### src/rtl/front_panel_ctrl.sv
// PDP-8 front panel: synchronized buttons drive deposit / load-address / load-AC actions.
// Optional switch debouncing is built in when FP_DEBOUNCE_EN is defined.
module front_panel_ctrl #(
    parameter int unsigned DEBOUNCE_CYCLES = 4,
    parameter int unsigned ADDR_W          = 12
) (
    input  logic              clk,
    input  logic              btnCpuReset,
    input  logic [ADDR_W:0]   sw,
    input  logic              btn_deposit,
    input  logic              btn_load_pc,
    input  logic              btn_load_ac,
    output logic              write_enable,
    output logic [ADDR_W-1:0] address,
    output logic [ADDR_W-1:0] write_data,
    input  logic              mem_finished,
    output logic              pc_load_en,
    output logic [ADDR_W-1:0] pc_value,
    output logic              ac_load_en,
    output logic [ADDR_W-1:0] ac_value,
    output logic              run,
    output logic              busy
);

    typedef enum logic [1:0] {FP_IDLE, FP_WRITE, FP_WAIT, FP_INC} fp_state_e;

    fp_state_e         state_q, state_d;
    logic [ADDR_W-1:0] addr_q, addr_d;
    logic [ADDR_W-1:0] data_q, data_d;
    logic              pc_en_q, pc_en_d;
    logic [ADDR_W-1:0] pc_val_q, pc_val_d;
    logic              ac_en_q, ac_en_d;
    logic [ADDR_W-1:0] ac_val_q, ac_val_d;

    // Bit order: 0 deposit, 1 load_pc, 2 load_ac, 3 run switch.
    logic [3:0] sync1_q, sync2_q;
    logic [1:0] settle_q;
    logic [2:0] armed_q, prev_q;
    logic [2:0] level, btn_edge;
    logic       dep_ev, pc_ev, ac_ev;

    always_ff @(posedge clk) begin
        if (!btnCpuReset) begin
            sync1_q <= '0;
            sync2_q <= '0;
        end else begin
            sync1_q <= {sw[ADDR_W], btn_load_ac, btn_load_pc, btn_deposit};
            sync2_q <= sync1_q;
        end
    end

`ifdef FP_DEBOUNCE_EN
    localparam int unsigned CNT_W = $clog2(DEBOUNCE_CYCLES + 1);

    logic [CNT_W-1:0] db_cnt_q [3];
    logic [2:0]       db_lvl_q;

    always_ff @(posedge clk) begin
        if (!btnCpuReset) begin
            db_lvl_q <= '0;
            for (int unsigned i = 0; i < 3; i++) db_cnt_q[i] <= '0;
        end else begin
            for (int unsigned i = 0; i < 3; i++) begin
                if (sync2_q[i] == db_lvl_q[i]) begin
                    db_cnt_q[i] <= '0;
                end else if (db_cnt_q[i] == CNT_W'(DEBOUNCE_CYCLES - 1)) begin
                    db_lvl_q[i] <= sync2_q[i];
                    db_cnt_q[i] <= '0;
                end else begin
                    db_cnt_q[i] <= db_cnt_q[i] + CNT_W'(1);
                end
            end
        end
    end

    assign level = db_lvl_q;
`else
    assign level = sync2_q[2:0];
`endif

    // A button is armed only once its synchronized level has been seen low after
    // the synchronizers have refilled, so a press held across reset cannot fire.
    always_ff @(posedge clk) begin
        if (!btnCpuReset) begin
            settle_q <= '0;
            armed_q  <= '0;
            prev_q   <= '0;
        end else begin
            if (settle_q != 2'd2) settle_q <= settle_q + 2'd1;
            armed_q <= armed_q | ({3{settle_q == 2'd2}} & ~sync2_q[2:0]);
            prev_q  <= level;
        end
    end

    assign btn_edge = level & ~prev_q & armed_q;
    assign run      = sync2_q[3];
    assign dep_ev   = btn_edge[0] & ~run;
    assign pc_ev    = btn_edge[1] & ~run;
    assign ac_ev    = btn_edge[2] & ~run;

    always_ff @(posedge clk) begin
        if (!btnCpuReset) begin
            state_q  <= FP_IDLE;
            addr_q   <= '0;
            data_q   <= '0;
            pc_en_q  <= 1'b0;
            pc_val_q <= '0;
            ac_en_q  <= 1'b0;
            ac_val_q <= '0;
        end else begin
            state_q  <= state_d;
            addr_q   <= addr_d;
            data_q   <= data_d;
            pc_en_q  <= pc_en_d;
            pc_val_q <= pc_val_d;
            ac_en_q  <= ac_en_d;
            ac_val_q <= ac_val_d;
        end
    end

    always_comb begin
        state_d  = state_q;
        addr_d   = addr_q;
        data_d   = data_q;
        pc_en_d  = 1'b0;
        pc_val_d = pc_val_q;
        ac_en_d  = 1'b0;
        ac_val_d = ac_val_q;

        if (ac_ev) begin
            ac_en_d  = 1'b1;
            ac_val_d = sw[ADDR_W-1:0];
        end

        unique case (state_q)
            FP_IDLE: begin
                // load_pc takes priority; a simultaneous deposit is discarded.
                if (pc_ev) begin
                    addr_d   = sw[ADDR_W-1:0];
                    pc_en_d  = 1'b1;
                    pc_val_d = sw[ADDR_W-1:0];
                end else if (dep_ev) begin
                    data_d  = sw[ADDR_W-1:0];
                    state_d = FP_WRITE;
                end
            end
            FP_WRITE: state_d = FP_WAIT;
            FP_WAIT: begin
                if (mem_finished) state_d = FP_INC;
            end
            FP_INC: begin
                addr_d   = addr_q + ADDR_W'(1);
                pc_en_d  = 1'b1;
                pc_val_d = addr_q + ADDR_W'(1);
                state_d  = FP_IDLE;
            end
            default: state_d = FP_IDLE;
        endcase
    end

    assign write_enable = (state_q == FP_WRITE) || (state_q == FP_WAIT);
    assign busy         = (state_q != FP_IDLE);
    assign address      = addr_q;
    assign write_data   = data_q;
    assign pc_load_en   = pc_en_q;
    assign pc_value     = pc_val_q;
    assign ac_load_en   = ac_en_q;
    assign ac_value     = ac_val_q;

endmodule

### config.mk
export PLATFORM = sky130hd
export DESIGN_NAME = front_panel_ctrl
export DESIGN_NICKNAME = d
export VERILOG_FILES = /design/src/rtl/front_panel_ctrl.sv
export SDC_FILE = /design/constraint.sdc
export NUM_CORES = 1
export LEC_CHECK = 0
export CAP_MARGIN = 25
export CORE_ASPECT_RATIO = 1.4
export CORE_UTILIZATION = 42
export CTS_CLUSTER_SIZE = 24
export DETAILED_ROUTE_END_ITERATION = 12
export GPL_ROUTABILITY_DRIVEN = 0
export GPL_TIMING_DRIVEN = 0
export PLACE_DENSITY = 0.75
export SYNTH_ARGS = -nofsm -noshare
export SYNTH_HDL_FRONTEND = slang
export SYNTH_SLANG_ARGS = --single-unit
### constraint.sdc
create_clock -name clk -period 1.6 [get_ports clk]
set_clock_uncertainty 0.05 [all_clocks]
set_input_delay 0.24 -clock clk [delete_from_list [all_inputs] [get_ports clk]]
set_output_delay 0.24 -clock clk [all_outputs]
set_load 0.005 [all_outputs]
==> run_results.csv <==
group,metric,value,unit
floorplan,die_area,6180,um^2
floorplan,die_h,92.6,um
clock_tree,clk_pin_slew,0.10,ns
grt,gr-usage-all-layers,0.211,
timing,slew_headroom,0.670,
timing,setup_tns,0,ns
run_status,outcome,"completed",
setup_path,cp.required,1.31,ns
layout,fill_cells,494,
floorplan,num_rows,32,
clock_tree,clk_path_buf_depth,2,
floorplan,core_region_area,5570,um^2
route,totalWireLength,6.32,mm
synth,synth_top_area_frac,0.455,
synth,synth_seq_cells,56,
setup_path,end_kind,"output pin",
place,numPlacedInstances,411,
route,drt-vias-per-instance,5.11,
synth,synth_edf_count,0,
grt,first_global_vias,1988,
timing,hold_viol,0,
grt,overflow,0,
grt,grt_pass1_wl,9.74,mm
clock_tree,cts_root_buffer,"clkbuf_8",
synth,syn_area,2460,um^2
synth,syn_nets,296,
route,drc_errors,0,
layout,final_cells,432,
route,via_count,2209,
setup_path,rrSetupSlack,0.08,ns
synth,synthCells,272,
clock_tree,h-tree-depth,2,
timing,hold_ws,0.395,ns
synth,avgSynthCellArea,9.06,um^2
clock_tree,clkSinkCount,56,
grt,antenna_found_initial,0,
synth,ys_warn_count,0,
synth,yosysUniqueCellTypes,49,
timing,period_minus_slack,1.56,ns
timing,setup_viol,0,
layout,drive_gt1_frac,0.214,
layout,utilization,0.635,
route,drtIter0Drc,151,
layout,nNetsFinal,387,
setup_path,path_class,"reg -> out",
synth,synthTopCellsByArea,"dfxtp_1, a21oi_1, mux2i_1",
pwr,p_leak,1.45,nW
route,ant_nets,0,
floorplan,die_w,66.7,um
setup_path,crit_fanout,5,
floorplan,io_pins,72,
floorplan,start_util,0.443,
synth,async_flop_share,0,
layout,n_antenna_cell,0,
grt,grt_max_degree,19,
route,wl_per_cell,14.6,um
pwr,powerDensity,833,nW/um^2
worst_hold_path,hp-class,"reg -> reg",
run,cap_violations,0,
pwr,peakVddDrop,0.591,mV
place,dpl.hpwl,4.54,mm
clock_tree,clock_latency,0.31,ns
clock_tree,cts_made_buffers,5,
clock_tree,cts_tree,"yes",
timing,worst_pin_slew,0.496,ns
synth,ys_seq_area_frac,0.455,
layout,synthToLayoutAreaGrowth,43.5,%
route,drtPass1Iterations,4,
place,portBuffers,71,
setup_path,crit_arrival,1.27,ns
timing,timing.final.crit_share,0.977,
timing,drv_slew,0,
synth,synthFlopType,"dfxtp_1",
setup_path,crit_path_start_kind,"flop",
clock_tree,hold_buffers,0,
timing,max_clock_freq,640,MHz
synth,netlist.top_cell.by_area,"dfxtp_1",
==> state kept, by name, summed over array words and instances (netlist names) <==
signal and count:
ac_value 12, pc_value 12, write_data 12, sync1_q 4, sync2_q 4, armed_q 3, prev_q 3, settle_q 2
state_q 2, ac_load_en 1, pc_load_en 1
==> cell usage in the layout, fill, tap and decap left out, types with 4 or more instances in the layout <==
cell | synthesis | layout
nand3_1 | 6 | 6
o21ai_0 | 13 | 12
clkbuf_1 | 6 | 4
nor2_1 | 28 | 28
inv_1 | 9 | 6
and2_1 | 9 | 9
dlymetal6s2s_1 | 0 | 4
nand2_1 | 32 | 32
clkbuf_8 | 0 | 5
nor2b_1 | 6 | 6
mux2i_1 | 13 | 13
dfxtp_4 | 0 | 12
clkdlybuf4s50_1 | 0 | 64
a21oi_1 | 28 | 28
o21a_1 | 4 | 4
nor4_1 | 4 | 4
buf_4 | 12 | 26
dfxtp_1 | 56 | 41
==> Yosys cell counts, drive strengths merged (3+ instances only) <==
cell type  instances
a21oi             29
and2               9
buf               18
clkbuf             6
dfxtp             56
ha                 5
inv                9
mux2i             14
nand2             32
nand3              8
nor2              28
nor2b              6
nor3               3
nor4               5
o21a               4
o21ai             13
==> stage by stage <==
step                instance area (um^2)  total power [mW]  setup WS (ns)
floorplan                           2460              1.92          0.115
global placement                    3260              2.14         -0.187
detailed placement                  3260              2.16         -0.218
CTS                                 3430              2.97       0.000468
global route                        3540              3.11        -0.0109
finish                              3540              2.95         0.0365
==> final cells by class <==
cell class	count	area, um^2	area share
inverters	10	37.5	0.0106
clock inverters	3	22.5	0.00637
clock buffers	5	68.8	0.0195
multi-input cells	182	1170	0.332
well taps	68	85.1	0.0241
repair buffers	84	813	0.230
flip-flops and latches	56	1170	0.331
plain buffers	24	165	0.0467
==> repair_timing <==
item | 4_1_cts | 5_1_grt
setup endpoints to repair | 32 | 20
gates resized for setup | 31 | 17
buffers inserted | 3 | 10
pin swaps | 0 | 1
==> routing by layer <==
| metal | up-vias | GRT usage | share of wire |
|---|---|---|---|
| li1 | 1108 | - | - |
| met1 | 1014 | 0.254 | 0.41 |
| met2 | 75 | 0.360 | 0.52 |
| met3 | 12 | 0.0333 | 0.045 |
| met4 | 0 | 0.0922 | 0.024 |
| met5 | - | 0 | 0 |
==> report_power, final <==
part / total, mW / internal (mW) / switching, mW
combinational: 0.614 / 0.323 / 0.291
sequential: 1.54 / 1.47 / 0.0614
clock: 0.797 / 0.315 / 0.482
total: 2.95 / 2.11 / 0.834
==> critical path: stages, from the launching register on <==
cell,delay [ns]
dfxtp_4,0.38
buf_4,0.10
clkdlybuf4s50_1,0.48
==> path summary, 6_finish.rpt <==
path | from | endpoint | depth (start not counted)
worst min-delay path | sync1_q[0] | sync2_q[0] | 1
worst max register to register | pc_value[5] | pc_value[11] | 5
worst max-delay path | pc_value[11] | pc_value[11] | 2
worst min register to register | sync1_q[0] | sync2_q[0] | 1
==> cell families after synthesis <==
| family | Yosys count | synth area share |
|---|---|---|
| compound gates | 57 | 0.142 |
| xor+xnor | 1 | 0.00356 |
| fa+ha+maj | 5 | 0.0254 |
| buf+inv | 34 | 0.0802 |
| flops | 56 | 0.455 |
| mux | 15 | 0.0681 |
| simple gates | 104 | 0.226 |
Note: power is estimated with default switching activity, not from simulation.
